File: config.mk
export PLATFORM = sky130hd
export DESIGN_NAME = circuit1_pipe
export DESIGN_NICKNAME = d
export VERILOG_FILES = /design/src/rtl/circuit_pkg.sv /design/src/rtl/circuit1_pipe_stage.sv /design/src/rtl/circuit1_pipe.sv
export SDC_FILE = /design/constraint.sdc
export NUM_CORES = 1
export LEC_CHECK = 0
export CORE_MARGIN = 8
export CORE_UTILIZATION = 60
export CTS_BUF_LIST = sky130_fd_sc_hd__clkbuf_4
export DETAILED_ROUTE_END_ITERATION = 6
export HOLD_SLACK_MARGIN = 0.06
export PLACE_DENSITY = 0.84
export SETUP_SLACK_MARGIN = 0.4
export SLEW_MARGIN = 20
export SYNTH_ARGS = -nofsm -noshare
export SYNTH_HDL_FRONTEND = slang
export SYNTH_SLANG_ARGS = --single-unit
File: constraint.sdc
create_clock -name Clk -period 4.03 [get_ports Clk]
set_input_delay 1.0075 -clock Clk [delete_from_list [all_inputs] [get_ports Clk]]
set_output_delay 1.0075 -clock Clk [all_outputs]
set_load 0.02 [all_outputs]
File: src/rtl/circuit_pkg.sv
// Shared widths and payload layouts for the Circuit1 pipelined datapath.
// Optional x clamping is enabled by defining CIRCUIT1_SAT_EN.
package circuit_pkg;
   localparam int DATAW_DEF = 8;
   localparam int PRODW_DEF = 2 * DATAW_DEF;

   // Payload layouts at the default operand width.
   typedef struct packed {
      logic [DATAW_DEF-1:0] d;
      logic [DATAW_DEF-1:0] e;
      logic [PRODW_DEF-1:0] f;
   } s1_pay_t;

   typedef struct packed {
      logic [DATAW_DEF-1:0] z;
      logic [PRODW_DEF-1:0] x;
      logic                 g;
      logic                 sat;
   } s2_pay_t;

   function automatic int prodw(input int dataw);
      return 2 * dataw;
   endfunction
endpackage

File: src/rtl/circuit1_pipe_stage.sv
// Valid-qualified pipeline register: loads when enabled, holds on stall,
// clears asynchronously on active-low reset.
module pipe_stage
   import circuit_pkg::*;
#(
   parameter int W = DATAW_DEF
) (
   input  logic         clk,
   input  logic         rst_n,
   input  logic         en,
   input  logic         in_vld,
   input  logic [W-1:0] din,
   output logic         vld,
   output logic [W-1:0] dout
);

   always_ff @(posedge clk or negedge rst_n) begin
      if (!rst_n) begin
         vld  <= 1'b0;
         dout <= '0;
      end else if (en) begin
         vld <= in_vld;
         if (in_vld) dout <= din;
      end
   end

endmodule

File: src/rtl/circuit1_pipe.sv
// Two-stage Circuit1 datapath with valid/ready on both sides.
// Define CIRCUIT1_SAT_EN to clamp x at zero when f < d and report it on sat.
module circuit1_pipe
   import circuit_pkg::*;
#(
   parameter int DATAW = DATAW_DEF
) (
   input  logic               Clk,
   input  logic               Rst,
   input  logic               in_valid,
   output logic               in_ready,
   input  logic [DATAW-1:0]   a,
   input  logic [DATAW-1:0]   b,
   input  logic [DATAW-1:0]   c,
   output logic               out_valid,
   input  logic               out_ready,
   output logic [DATAW-1:0]   z,
   output logic [2*DATAW-1:0] x,
   output logic               g,
   output logic               sat
);

   localparam int PRODW = prodw(DATAW);

   typedef struct packed {
      logic [DATAW-1:0] d;
      logic [DATAW-1:0] e;
      logic [PRODW-1:0] f;
   } s1_t;

   typedef struct packed {
      logic [DATAW-1:0] z;
      logic [PRODW-1:0] x;
      logic             g;
      logic             sat;
   } s2_t;

   function automatic s2_t finish_result(input s1_t p);
      s2_t              r;
      logic [PRODW-1:0] d_ext;
      d_ext = {{DATAW{1'b0}}, p.d};
      r.g   = (p.d > p.e);
      r.z   = r.g ? p.d : p.e;
`ifdef CIRCUIT1_SAT_EN
      if (p.f < d_ext) begin
         r.x   = '0;
         r.sat = 1'b1;
      end else begin
         r.x   = p.f - d_ext;
         r.sat = 1'b0;
      end
`else
      r.x   = p.f - d_ext;
      r.sat = 1'b0;
`endif
      return r;
   endfunction

   logic s1_v;
   logic adv1;
   logic adv2;
   s1_t  s1_in;
   s1_t  s1_q;
   s2_t  s2_in;
   s2_t  s2_q;

   assign adv2     = !out_valid || out_ready;
   assign adv1     = !s1_v || adv2;
   assign in_ready = adv1;

   always_comb begin
      s1_in.d = a + b;
      s1_in.e = a + c;
      s1_in.f = {{DATAW{1'b0}}, a} * {{DATAW{1'b0}}, c};
   end

   // Stage 1: sums and full-width product
   pipe_stage #(.W($bits(s1_t))) u_stage1 (
      .clk    (Clk),
      .rst_n  (Rst),
      .en     (adv1),
      .in_vld (in_valid),
      .din    (s1_in),
      .vld    (s1_v),
      .dout   (s1_q)
   );

   assign s2_in = finish_result(s1_q);

   // Stage 2: compare/select/subtract, output register
   pipe_stage #(.W($bits(s2_t))) u_stage2 (
      .clk    (Clk),
      .rst_n  (Rst),
      .en     (adv2),
      .in_vld (s1_v),
      .din    (s2_in),
      .vld    (out_valid),
      .dout   (s2_q)
   );

   assign z   = s2_q.z;
   assign x   = s2_q.x;
   assign g   = s2_q.g;
   assign sat = s2_q.sat;

endmodule

### Yosys cells after proc, flatten, opt, wreduce, memory -nomap -nowiden

Cells that the tools add are included.

| storage, ports and cells | value |
|---|---|
| register bits after elaboration | 59 |
| bits in latches | 0 |
| memory bits (writable) | 0 |
| ROM bits | 0 |
| bits of input ports | 28 |
| output and inout bits | 28 |
| memories | 0 |

| cells by class | value |
|---|---|
| $add $sub $neg | 3 |
| multipliers | 1 |
| div/mod/pow operators | 0 |
| order comparisons | 1 |
| equality and inequality tests | 0 |
| shift operators | 0 |
| mux-type cells | 1 |
| bitwise logic cells | 0 |
| reductions and logical operators | 6 |

Operator list:

| cell | number |
|---|---|
| $add A8 B8 Y8 | 2 |
| $mul A8 B8 Y16 | 1 |
| $sub A16 B8 Y16 | 1 |
| $gt A8 B8 Y1 | 1 |
| $mux W8 | 1 |
| $reduce_and A2 Y1 | 2 |
| $logic_not A1 Y1 | 2 |
| $logic_or A1 B1 Y1 | 2 |

### Logic depth before layout (Yosys ltp)

Gate-level depths: netlist of run 1.

| logic depth | value |
|---|---|
| word-level depth | 4 |
| gate-level depth with buffers | 16 |

### Modules after synthesis

From an unflattened synthesis of run 1, not the netlist that was laid out.

| unflattened totals | value |
|---|---|
| cells, all modules | 569 |
| area, all modules | 5963.2 um^2 |

By module, submodules not included:

| module | times used | cells each | area an instance (um^2) | seq. area each (um^2) |
|---|---|---|---|---|
| circuit1_pipe | 1 | 440 | 3537.1 | 0.0 |
| pipe_stage at u_stage1 | 1 | 71 | 1343.8 | 825.8 |
| pipe_stage at u_stage2 | 1 | 58 | 1082.3 | 675.6 |

### Least setup slack after synthesis of run 1

OpenSTA, ideal clock, no wires.

| path | value |
|---|---|
| path kind | input to register |
| start | in a[4] |
| end | reg u_stage1.dout[14] |
| setup time | 0.069 ns |
| data arrival time | 4.708 ns |
| data required time | 3.961 ns |
| slack | -0.747 ns |
| cell stages on the path | 13 |
| path through | ha_1 fa_1 fa_1 fa_1 inv_1 fa_1 inv_1 ha_1 o21a_1 and4_4 a21oi_2 or4b_1 nand3_1 |

| between the ends | value |
|---|---|
| word-level cells in the longest chain between the ends | 1 |

RTL lines:

| element | RTL line | source |
|---|---|---|
| start: declaration | circuit1_pipe.sv:12 | `input logic [DATAW-1:0] a,` |
| $mul A8 B8 Y16 | circuit1_pipe.sv:74 | `s1_in.f = {{DATAW{1'b0}}, a} * {{DATAW{1'b0}}, c};` |
| end signal: assignment | circuit1_pipe_stage.sv:23 | `if (in_vld) dout <= din;` |
| end: declaration | circuit1_pipe_stage.sv:14 | `output logic [W-1:0] dout` |

No other way between the ends.
A chain may end at the register's enable or synchronous reset.

### Worst setup path in the final report of run 1

| path | value |
|---|---|
| start | in a[6] |
| end | reg u_stage1.dout[12] |

The elaborated chain is that of the path after synthesis.

==> results of run 1 <==
-- power by group through the flow --
stage	clock network [mW]	logic [mW]	registers [mW]
after CTS	0.344	2.50	0.988
final	0.342	2.64	0.990
after global routing	0.376	2.88	1.02
after global placement	0	2.30	0.982
after floorplan	0	1.42	1.10
after detailed placement	0	2.41	1.00
-- area by class of cell --
cell class	instances	area (sq um)	area share (%)
inverters	77	289	4.10
multi-input cells	455	3950	56.1
clock buffers	11	82.6	1.17
well taps	111	139	1.97
flip-flops and latches	59	1480	21.0
clock inverters	4	18.8	0.266
repair buffers	119	1090	15.4
diodes	1	2.50	0.0355
-- stage by stage --
step                setup slack (ps)  hold WS (ps)  utilization, %  cell area [sq um]  setup TNS [ps]
CTS                             -272           499            76.5               6940           -1080
global route                    -403           521            77.7               7040           -2460
detailed placement             -1260           477            73.9               6700          -11110
global placement               -1130           461            73.9               6700          -10220
floorplan                       -472           450               -               5640           -1690
finish                          -275           490            77.7               7040           -1610
-- worst min-delay path by stage --
stage                               endpoint  slack, ps
6_report       u_stage2.dout[15]$_DFFE_PN0P_        490
5_1_grt        u_stage2.dout[15]$_DFFE_PN0P_        520
4_1_cts        u_stage2.dout[15]$_DFFE_PN0P_        500
3_5_place_dp    u_stage2.dout[3]$_DFFE_PN0P_        480
3_3_place_gp    u_stage2.dout[9]$_DFFE_PN0P_        460
2_1_floorplan   u_stage1.dout[0]$_DFFE_PN0P_        450
-- sequential cells by signal, indices dropped and copies added (netlist names) --
name           cells
u_stage1.dout     32
u_stage2.vld       1
u_stage1.vld       1
u_stage2.dout     25
-- synthesized netlist by cell type (all sizes together) --
| library cell | count |
|---|---|
| nor3 | 8 |
| and3 | 2 |
| nor4 | 2 |
| dfrtp | 59 |
| a211oi | 5 |
| o21bai | 1 |
| o22ai | 1 |
| o21ai | 57 |
| conb | 1 |
| o31a | 1 |
| a21o | 8 |
| or3 | 2 |
| or4b | 3 |
| a211o | 2 |
| nand3b | 1 |
| clkbuf | 10 |
| xor2 | 16 |
| nand2b | 12 |
| xnor2 | 11 |
| mux2i | 2 |
| a31oi | 6 |
| nand2 | 70 |
| nor2b | 5 |
| ha | 67 |
| buf | 4 |
| o41ai | 2 |
| inv | 77 |
| and4 | 1 |
| nor2 | 22 |
| a21oi | 18 |
| nor3b | 3 |
| o21a | 5 |
| o211ai | 2 |
| and2 | 46 |
| mux2 | 5 |
| a21boi | 2 |
| o31ai | 6 |
| o311ai | 8 |
| or2 | 1 |
| fa | 39 |
| nand3 | 12 |
-- routing by layer --
layer	global-route usage (%)	vias to the layer above	share of wire, %
li1	-	2265	-
met1	26.2	2295	42
met2	40.7	130	52
met3	3.46	31	4.2
met4	7.66	0	2.5
met5	0	-	0
-- timing repair --
action | CTS | global route
buffers inserted | 2 | 4
cloned | 0 | 0
setup endpoints to repair | 12 | 11
gates resized for setup | 112 | 18
pin swaps | 33 | 25
-- cells by family after synthesis --
kind of cell | count (synthesis)
buf+inv | 91
xor+xnor | 27
flops | 59
fa+ha+maj | 106
compound gates | 124
other cells | 1
simple gates | 190
mux | 7
-- cells in the final DEF, fill, tap and decap left out, drive strengths merged, types with 11 or more instances in the layout --
cell type      synthesis  final
a21oi                 18     18
nand2                 70     70
xor2                  16     16
o21ai                 57     57
ha                    67     67
buf                    4     80
and2                  46     46
dfrtp                 59     59
nor2                  22     22
nand2b                12     12
xnor2                 11     11
fa                    39     39
clkbuf                10     11
inv                   77     77
clkdlybuf4s50          0     37
nand3                 12     12
-- worst max-delay path: stages --
cell,delay (ps)
buf_4,140
and2_4,140
fa_1,550
fa_1,430
fa_1,490
inv_1,50
fa_1,490
inv_2,40
ha_4,200
o21a_1,190
buf_6,130
o21ai_2,140
nand2b_1,90
a31oi_2,200
xor2_1,210
o21ai_1,80
==> impl_results.rst, run 1 <==
.. list-table::
   :header-rows: 1

   * - Metric
     - Value
   * - Remaining global-route overflow
     - 0
   * - Startpoint of the lowest-slack register-to-register path
     - u_stage1.dout[28]$_DFFE_PN0P_
   * - Syn Area/Cell
     - approximately 9.1 sq um
   * - Placer congestion estimate
     - slightly above 0.9
   * - Flip-flop and latch count after synthesis
     - just under 60
   * - Dominant combinational cell family by area after synthesis
     - adder cells
   * - Root Driver
     - clkbuf_4
   * - Via count of the first global-routing pass
     - just under 5000
   * - Leading cell types by total area after synthesis
     - dfrtp_1 27%, ha_1 15%, fa_1 14%
   * - RSZ-0062 raised after global routing
     - yes
   * - Antenna violations before repair
     - 1
   * - Cell internal pwr
     - roughly 2.2 mW
   * - Area growth syn-to-layout
     - 27.8%
   * - Pin count of the biggest net entering global routing
     - 65
   * - Vias
     - 4721
   * - Multiplexer share of the synthesized area
     - between 1 and 1.5%
   * - Switching power share of the total
     - roughly 44%
   * - Hold-fix buffer count after cts
     - 0
   * - Capturing instance or port of the critical path
     - u_stage1.dout[12]$_DFFE_PN0P_
   * - Element type at the critical path end
     - flip-flop
   * - Clock tree from TritonCTS
     - built
   * - Leak
     - about 3.4 nW
   * - Areal power density over the cells
     - 563 nW/um^2
   * - Clock tree sinks
     - between 50 and 60
   * - Vias/cell
     - between 5 and 6
   * - Synthesized cell area
     - approximately 5500 sq um
   * - Final critical delay including setup and external delays
     - 4310 ps
   * - Initial cell density of the core
     - approximately three fifths
   * - Number of I/O port buffers
     - between 50 and 60
   * - Number of instances on the worst hold path
     - 2
   * - Depth of the CTS H-tree
     - 3
   * - Detail Placement HPWL
     - about 11 mm
   * - Mapped Cells
     - between 600 and 700
   * - Clock insertion delay at the later pin of the skew report
     - about 400 ps
   * - Number of distinct standard cells referenced by the synthesized netlist
     - 52
   * - Setup crit start
     - a[6]
   * - Cell type contributing the most total cell area after synthesis
     - dfrtp_1
   * - Critical Path Source Type
     - input port
   * - Compound-cell area share of the yosys netlist
     - between 10 and 15%
   * - Worst reg-to-reg path cell count
     - 8
   * - Violations in the final reports
     - negative setup slack
   * - Worst Max-Slew Pin Slew
     - 941 ps
   * - Global-route wire length before repair
     - 23.0 mm
   * - Final count of hold timing violations
     - 0
   * - Maximum clock skew at final layout
     - 24.5 ps
   * - Routed WL per cell
     - roughly 17 um
   * - Area of the core
     - a little over 9000 sq um
   * - Register-to-register path setup slack
     - ~1800 ps
   * - Peak Freq
     - ~0.23 GHz
   * - Die footprint
     - roughly 13000 sq um
   * - Syn Nets
     - about 740
   * - Maximum resistive drop on vdd
     - roughly 0.28 mV
   * - Post-synth top area share
     - 26.8%
   * - Data required time at the worst endpoint
     - approximately 4300 ps
   * - Clock buffer count from CTS
     - 9
   * - Share of final-layout standard cells stronger than drive strength 1
     - around 22%
   * - Pins over their slew limit
     - 0
   * - Power share of the clock group
     - around 8.6%
   * - Horizontal die dimension
     - ~110 um
   * - Switching power total
     - roughly 1.7 mW
   * - Total global routing track utilization
     - between 20 and 25%
   * - Max-cap violations
     - 0
   * - Share of power burned in combinational logic
     - about 66%
   * - Hold wc startpoint
     - u_stage2.dout[15]$_DFFE_PN0P_
   * - Final Total Pwr
     - 3.97 mW
   * - Detailed-router iteration count before antenna repair
     - 4
   * - Number of cells in the design after placement
     - 815
   * - Final setup violation count
     - 7
   * - Reg-to-Reg End
     - u_stage2.dout[17]$_DFFE_PN0P_
   * - Height of the chip
     - roughly 110 um
   * - Number of inserted filler cells in the final layout
     - 641
   * - DRC violation count after routing
     - 0
   * - Clock-pin slew on the worst setup and hold paths
     - 90 ps
   * - Maximum clock insertion buffer count
     - 2
   * - Period utilisation layout
     - 107%
   * - Yosys warning total
     - 0
   * - Proportion of synthesized chip area in sequential cells
     - 26.8%
   * - Io pins
     - 56
   * - Max-slew headroom at the worst pin
     - 37.3%
   * - Xor-xnor portion of the synthesized cell area
     - ~4.3%
   * - Nets@finish
     - 855
   * - DRT Wirelength
     - approximately 14 mm
   * - Worst min-delay path category
     - flip-flop to flip-flop
   * - Number of antenna-violating nets in the routed design
     - 0
   * - Sequential share of power
     - roughly 25%
   * - Maximum fanout count along the critical path
     - 4
   * - Final WS setup
     - -275 ps
   * - Worst EP arrival
     - 4580 ps
   * - Row Count
     - 35
   * - Outcome
     - complete, but fails checks
   * - Synthesized-area fraction occupied by and/or/nand/nor cells
     - about 17%
   * - Share of synthesized cell area in full adder, half adder and majority cells
     - 29.4%
   * - Startpoint-to-endpoint class of the critical path
     - input port to flip-flop
   * - Final non-filler cell total
     - between 800 and 900
   * - First-iteration detailed-routing DRC count
     - between 150 and 200
(Power assumes the default switching activity.)
==> run 2, diff against run 1 <==
--- a/config.mk
+++ b/config.mk
@@ -5,6 +5,7 @@
 export SDC_FILE = /design/constraint.sdc
 export NUM_CORES = 1
 export LEC_CHECK = 0
+export CAP_MARGIN = 20
 export CORE_MARGIN = 8
 export CORE_UTILIZATION = 60
 export CTS_BUF_LIST = sky130_fd_sc_hd__clkbuf_4
==> results of run 2 <==
Same layout as run 1: the final DEF is identical, and so are final timing and power.
==> run 3, diff against run 2 <==
==> constraint.sdc (replaced) <==
create_clock -name Clk -period 4.3 [get_ports Clk]
set_input_delay 1.075 -clock Clk [delete_from_list [all_inputs] [get_ports Clk]]
set_output_delay 1.075 -clock Clk [all_outputs]
set_load 0.02 [all_outputs]
==> run 3 against run 2 <==
The flow still finishes with violations (negative setup slack). Die area did not move. Final area grew 0.11%. Core utilization increased by 0.083 points. Final cell count increased by 0.12%. Total power shrank 6.3%. Via count is 1.3% lower. Sequential share of layout area about the same. Hold slack got worse by 3.7 ps.
==> impl_results.rst, run 3 (synthesis results as in run 1) <==
.. list-table::
   :header-rows: 1

   * - Metric
     - Value
   * - Outcome
     - complete, but fails checks (unchanged)
   * - Violations in the final reports
     - negative setup slack (unchanged)
   * - Global-route wire length before repair
     - 22.4 mm (was 23.0 mm)
   * - Detailed-router iteration count before antenna repair
     - 5 (was 4)
   * - Worst min-delay path category
     - flip-flop to flip-flop (unchanged)
   * - Clock tree from TritonCTS
     - built (unchanged)
   * - Cell with the biggest individual delay on the critical path
     - fa_1 (unchanged)
   * - Data required time at the worst endpoint
     - 4560 ps (was 4300 ps)
   * - Met1 layer usage reported by global route
     - 25.5% (was 26.2%)
   * - Register with the most flip-flops
     - u_stage1.dout (unchanged)
   * - Number of I/O port buffers
     - 54 (unchanged)
   * - Max-slew headroom at the worst pin
     - 57.1% (was 37.3%)
   * - Vias/cell
     - 5.56 (was 5.64)
   * - Global Route met3 Usage
     - 4.76% (was 3.46%)
   * - Max-cap violations
     - 0 (unchanged)
   * - Hold wc startpoint
     - u_stage2.dout[2]$_DFFE_PN0P_ (was u_stage2.dout[15]$_DFFE_PN0P_)
   * - Period utilisation layout
     - 104%
   * - Switching power share of the total
     - 43.6% (was 44.0%)
   * - First-iteration detailed-routing DRC count
     - 244 (was 196)
   * - Max FFs per register
     - 32 (unchanged)
   * - Antenna violations before repair
     - 0 (was 1)
   * - Initial cell density of the core
     - 60.8% (unchanged)
   * - Maximum clock insertion buffer count
     - 2 (unchanged)
   * - Vias
     - 4658 (was 4721)
   * - Count of inserted antenna diode cells
     - 0 (was 1)
   * - Share of final-layout standard cells stronger than drive strength 1
     - 23.1% (was 22.3%)
   * - Power share of the clock group
     - 8.3% (was 8.6%)
   * - Min-Delay Endpoint
     - u_stage2.dout[2]$_DFFE_PN0P_ (was u_stage2.dout[15]$_DFFE_PN0P_)
   * - Area of the core
     - 9060 sq um (unchanged)
   * - Worst reg-to-reg path cell count
     - 8 (unchanged)
   * - Leak
     - 3.38 nW (was 3.39 nW)
   * - Final WS setup
     - -162 ps (was -275 ps)
   * - Routed WL per cell
     - 16.3 um (was 16.7 um)
   * - Clock-pin slew on the worst setup and hold paths
     - 100 ps (was 90 ps)
   * - Switching power total
     - 1.62 mW (was 1.74 mW)
   * - Peak per-stage delay on the critical path
     - 520 ps (was 550 ps)
   * - Clock insertion delay at the later pin of the skew report
     - 400 ps (was 410 ps)
   * - Startpoint-to-endpoint class of the critical path
     - input port to flip-flop (unchanged)
   * - Maximum fanout count along the critical path
     - 3 (was 4)
   * - Critical-path cell list
     - buf_8 > buf_6 > buf_6 > nand2_8 > fa_1 > fa_1 > inv_1 > fa_1 > inv_2 > fa_1 > inv_2 > ha_4 > o21a_1 > o31a_1 > o31ai_4 > nand2b_1 > xnor2_1 > o21ai_1 (was buf_4 > and2_4 > fa_1 > fa_1 > fa_1 > inv_1 > fa_1 > inv_2 > ha_4 > o21a_1 > buf_6 > o21ai_2 > nand2b_1 > a31oi_2 > xor2_1 > o21ai_1)
   * - Placer congestion estimate
     - 0.876 (was 0.933)
   * - Remaining global-route overflow
     - 0 (unchanged)
   * - Cell area after layout
     - 7050 sq um (was 7040 sq um)
   * - Pin count of the biggest net entering global routing
     - 65 (unchanged)
   * - Global-route layer with the greatest usage
     - met2 (unchanged)
   * - Final setup violation count
     - 6 (was 7)
   * - Register-to-register path setup slack
     - 2070 ps (was 1790 ps)
   * - Commonest non-fill, non-tap cells in the layout
     - 67 x nand2_1, 64 x inv_1, 62 x buf_4, 59 x dfrtp_1, 54 x ha_1 (was 71 x inv_1, 65 x nand2_1, 59 x dfrtp_1, 58 x buf_4, 56 x ha_1)
   * - Die footprint
     - 12500 sq um (unchanged)
   * - Detail Placement HPWL
     - 11.1 mm (was 11.3 mm)
   * - Height of the chip
     - 112 um (unchanged)
   * - Sequential share of power
     - 25.0% (was 24.9%)
   * - Areal power density over the cells
     - 527 nW/um^2 (was 563 nW/um^2)
   * - Final critical delay including setup and external delays
     - between 4000 and 5000 ps
   * - Area growth syn-to-layout
     - 27.9% (was 27.8%)
   * - RSZ-0062 raised after global routing
     - yes (unchanged)
   * - Most numerous cell on the critical path
     - fa_1 (unchanged)
   * - Number of instances on the worst hold path
     - 2 (unchanged)
   * - Via count of the first global-routing pass
     - 4812 (was 4834)
   * - Share of power burned in combinational logic
     - 66.7% (was 66.4%)
   * - Total cell area at the placement stage
     - 6690 sq um (was 6700 sq um)
   * - Row Count
     - 35 (unchanged)
   * - Met2 Track Usage GR
     - 38.2% (was 40.7%)
   * - Io pins
     - 56 (unchanged)
   * - Total global routing track utilization
     - 21.8% (was 22.4%)
   * - Peak Freq
     - between 0.2 and 0.25 GHz
   * - Pins over their slew limit
     - 0 (unchanged)
   * - Nets@finish
     - 857 (was 855)
   * - Final count of hold timing violations
     - 0 (unchanged)
   * - DRC violation count after routing
     - 0 (unchanged)
   * - Registers with the most flip-flops
     - u_stage1.dout (32), u_stage2.dout (25) (unchanged)
   * - Clock buffer count from CTS
     - 9 (unchanged)
   * - Utilization after layout
     - 77.8% (was 77.7%)
   * - Maximum resistive drop on vdd
     - 0.259 mV (was 0.282 mV)
   * - Worst Max-Slew Pin Slew
     - 644 ps (was 941 ps)
   * - Most common cell after layout, fill and taps aside
     - nand2_1 (was inv_1)
   * - Clock tree sinks
     - 59 (unchanged)
   * - Root Driver
     - clkbuf_4 (unchanged)
   * - Reg-to-Reg End
     - u_stage2.dout[16]$_DFFE_PN0P_ (was u_stage2.dout[17]$_DFFE_PN0P_)
   * - Worst EP arrival
     - 4720 ps (was 4580 ps)
   * - Startpoint of the lowest-slack register-to-register path
     - u_stage1.dout[24]$_DFFE_PN0P_ (was u_stage1.dout[28]$_DFFE_PN0P_)
   * - Depth of the CTS H-tree
     - 3 (unchanged)
   * - Hold-fix buffer count after cts
     - 0 (unchanged)
   * - Number of antenna-violating nets in the routed design
     - 0 (unchanged)
   * - Maximum clock skew at final layout
     - 18.2 ps (was 24.5 ps)
   * - Critical Path Source Type
     - input port (unchanged)
   * - Cell internal pwr
     - 2.10 mW (was 2.22 mW)
   * - DRT Wirelength
     - 13.6 mm (was 14.0 mm)
   * - Horizontal die dimension
     - 112 um (unchanged)
   * - Element type at the critical path end
     - flip-flop (unchanged)
-- run 3: cell types whose count changed in the layout (fill, tap and decap cells not counted), sizes merged --
cell and delta:
buf +1, diode -1, clkdlybuf4s15 -1, clkbuf +1
dlygate4sd2 +1
-- run 3: worst max-delay path by stage --
stage          startpoint                            end  slack [ps]  cells past startpoint
6_report             c[5]  u_stage1.dout[13]$_DFFE_PN0P_        -160                     18
2_1_floorplan        c[2]  u_stage1.dout[14]$_DFFE_PN0P_        -270                     13
3_3_place_gp         a[3]  u_stage1.dout[11]$_DFFE_PN0P_        -970                     16
4_1_cts              c[5]  u_stage1.dout[14]$_DFFE_PN0P_        -190                     15
3_5_place_dp         a[3]  u_stage1.dout[11]$_DFFE_PN0P_       -1040                     16
5_1_grt              c[5]  u_stage1.dout[13]$_DFFE_PN0P_        -270                     18
-- run 3: cell type report --
type | count | area, sq um
clock buffer | 11 | 82.6
clock inverter | 4 | 18.8
fill | 591 | 2010
inverter | 77 | 292
multi-input combinational | 455 | 3980
sequential | 59 | 1480
tap | 111 | 139
timing repair buffer | 121 | 1060
-- run 3: repair_timing --
action	CTS	global route
cloned	0	0
pin swaps	35	34
gates resized for setup	90	41
buffers inserted	4	4
setup endpoints to repair	12	10
-- run 3: metal layers --
| layer | part of all wire (%) | up-vias |
|---|---|---|
| li1 | - | 2260 |
| met1 | 43 | 2221 |
| met2 | 50 | 148 |
| met3 | 4.5 | 29 |
| met4 | 2.6 | 0 |
| met5 | 0 | - |
-- run 3: power by group through the flow --
| stage | clock network [mW] | logic [mW] | registers, mW |
|---|---|---|---|
| 2_1_floorplan | 0 | 1.33 | 1.03 |
| 3_3_place_gp | 0 | 2.15 | 0.919 |
| 3_5_place_dp | 0 | 2.25 | 0.940 |
| 4_1_cts | 0.313 | 2.35 | 0.929 |
| 5_1_grt | 0.340 | 2.69 | 0.957 |
| 6_report | 0.308 | 2.48 | 0.930 |
-- run 3: critical path, delay by kind of cell --
family	cells	cell delay [ps]
buf+inv	6	420
xor+xnor	1	210
fa+ha+maj	5	2230
compound gates	4	610
simple gates	2	180
-- run 3: metrics by stage --
step	hold slack [ps]	std cells	worst slack, ps	TNS [ps]	total power [mW]
after CTS	491	834	-189	-605	3.59
final	487	838	-162	-576	3.72
after floorplan	450	605	-270	-504	2.36
after global placement	461	815	-973	-8430	3.07
after detailed placement	469	815	-1040	-9180	3.19
after global routing	510	838	-269	-1180	3.99
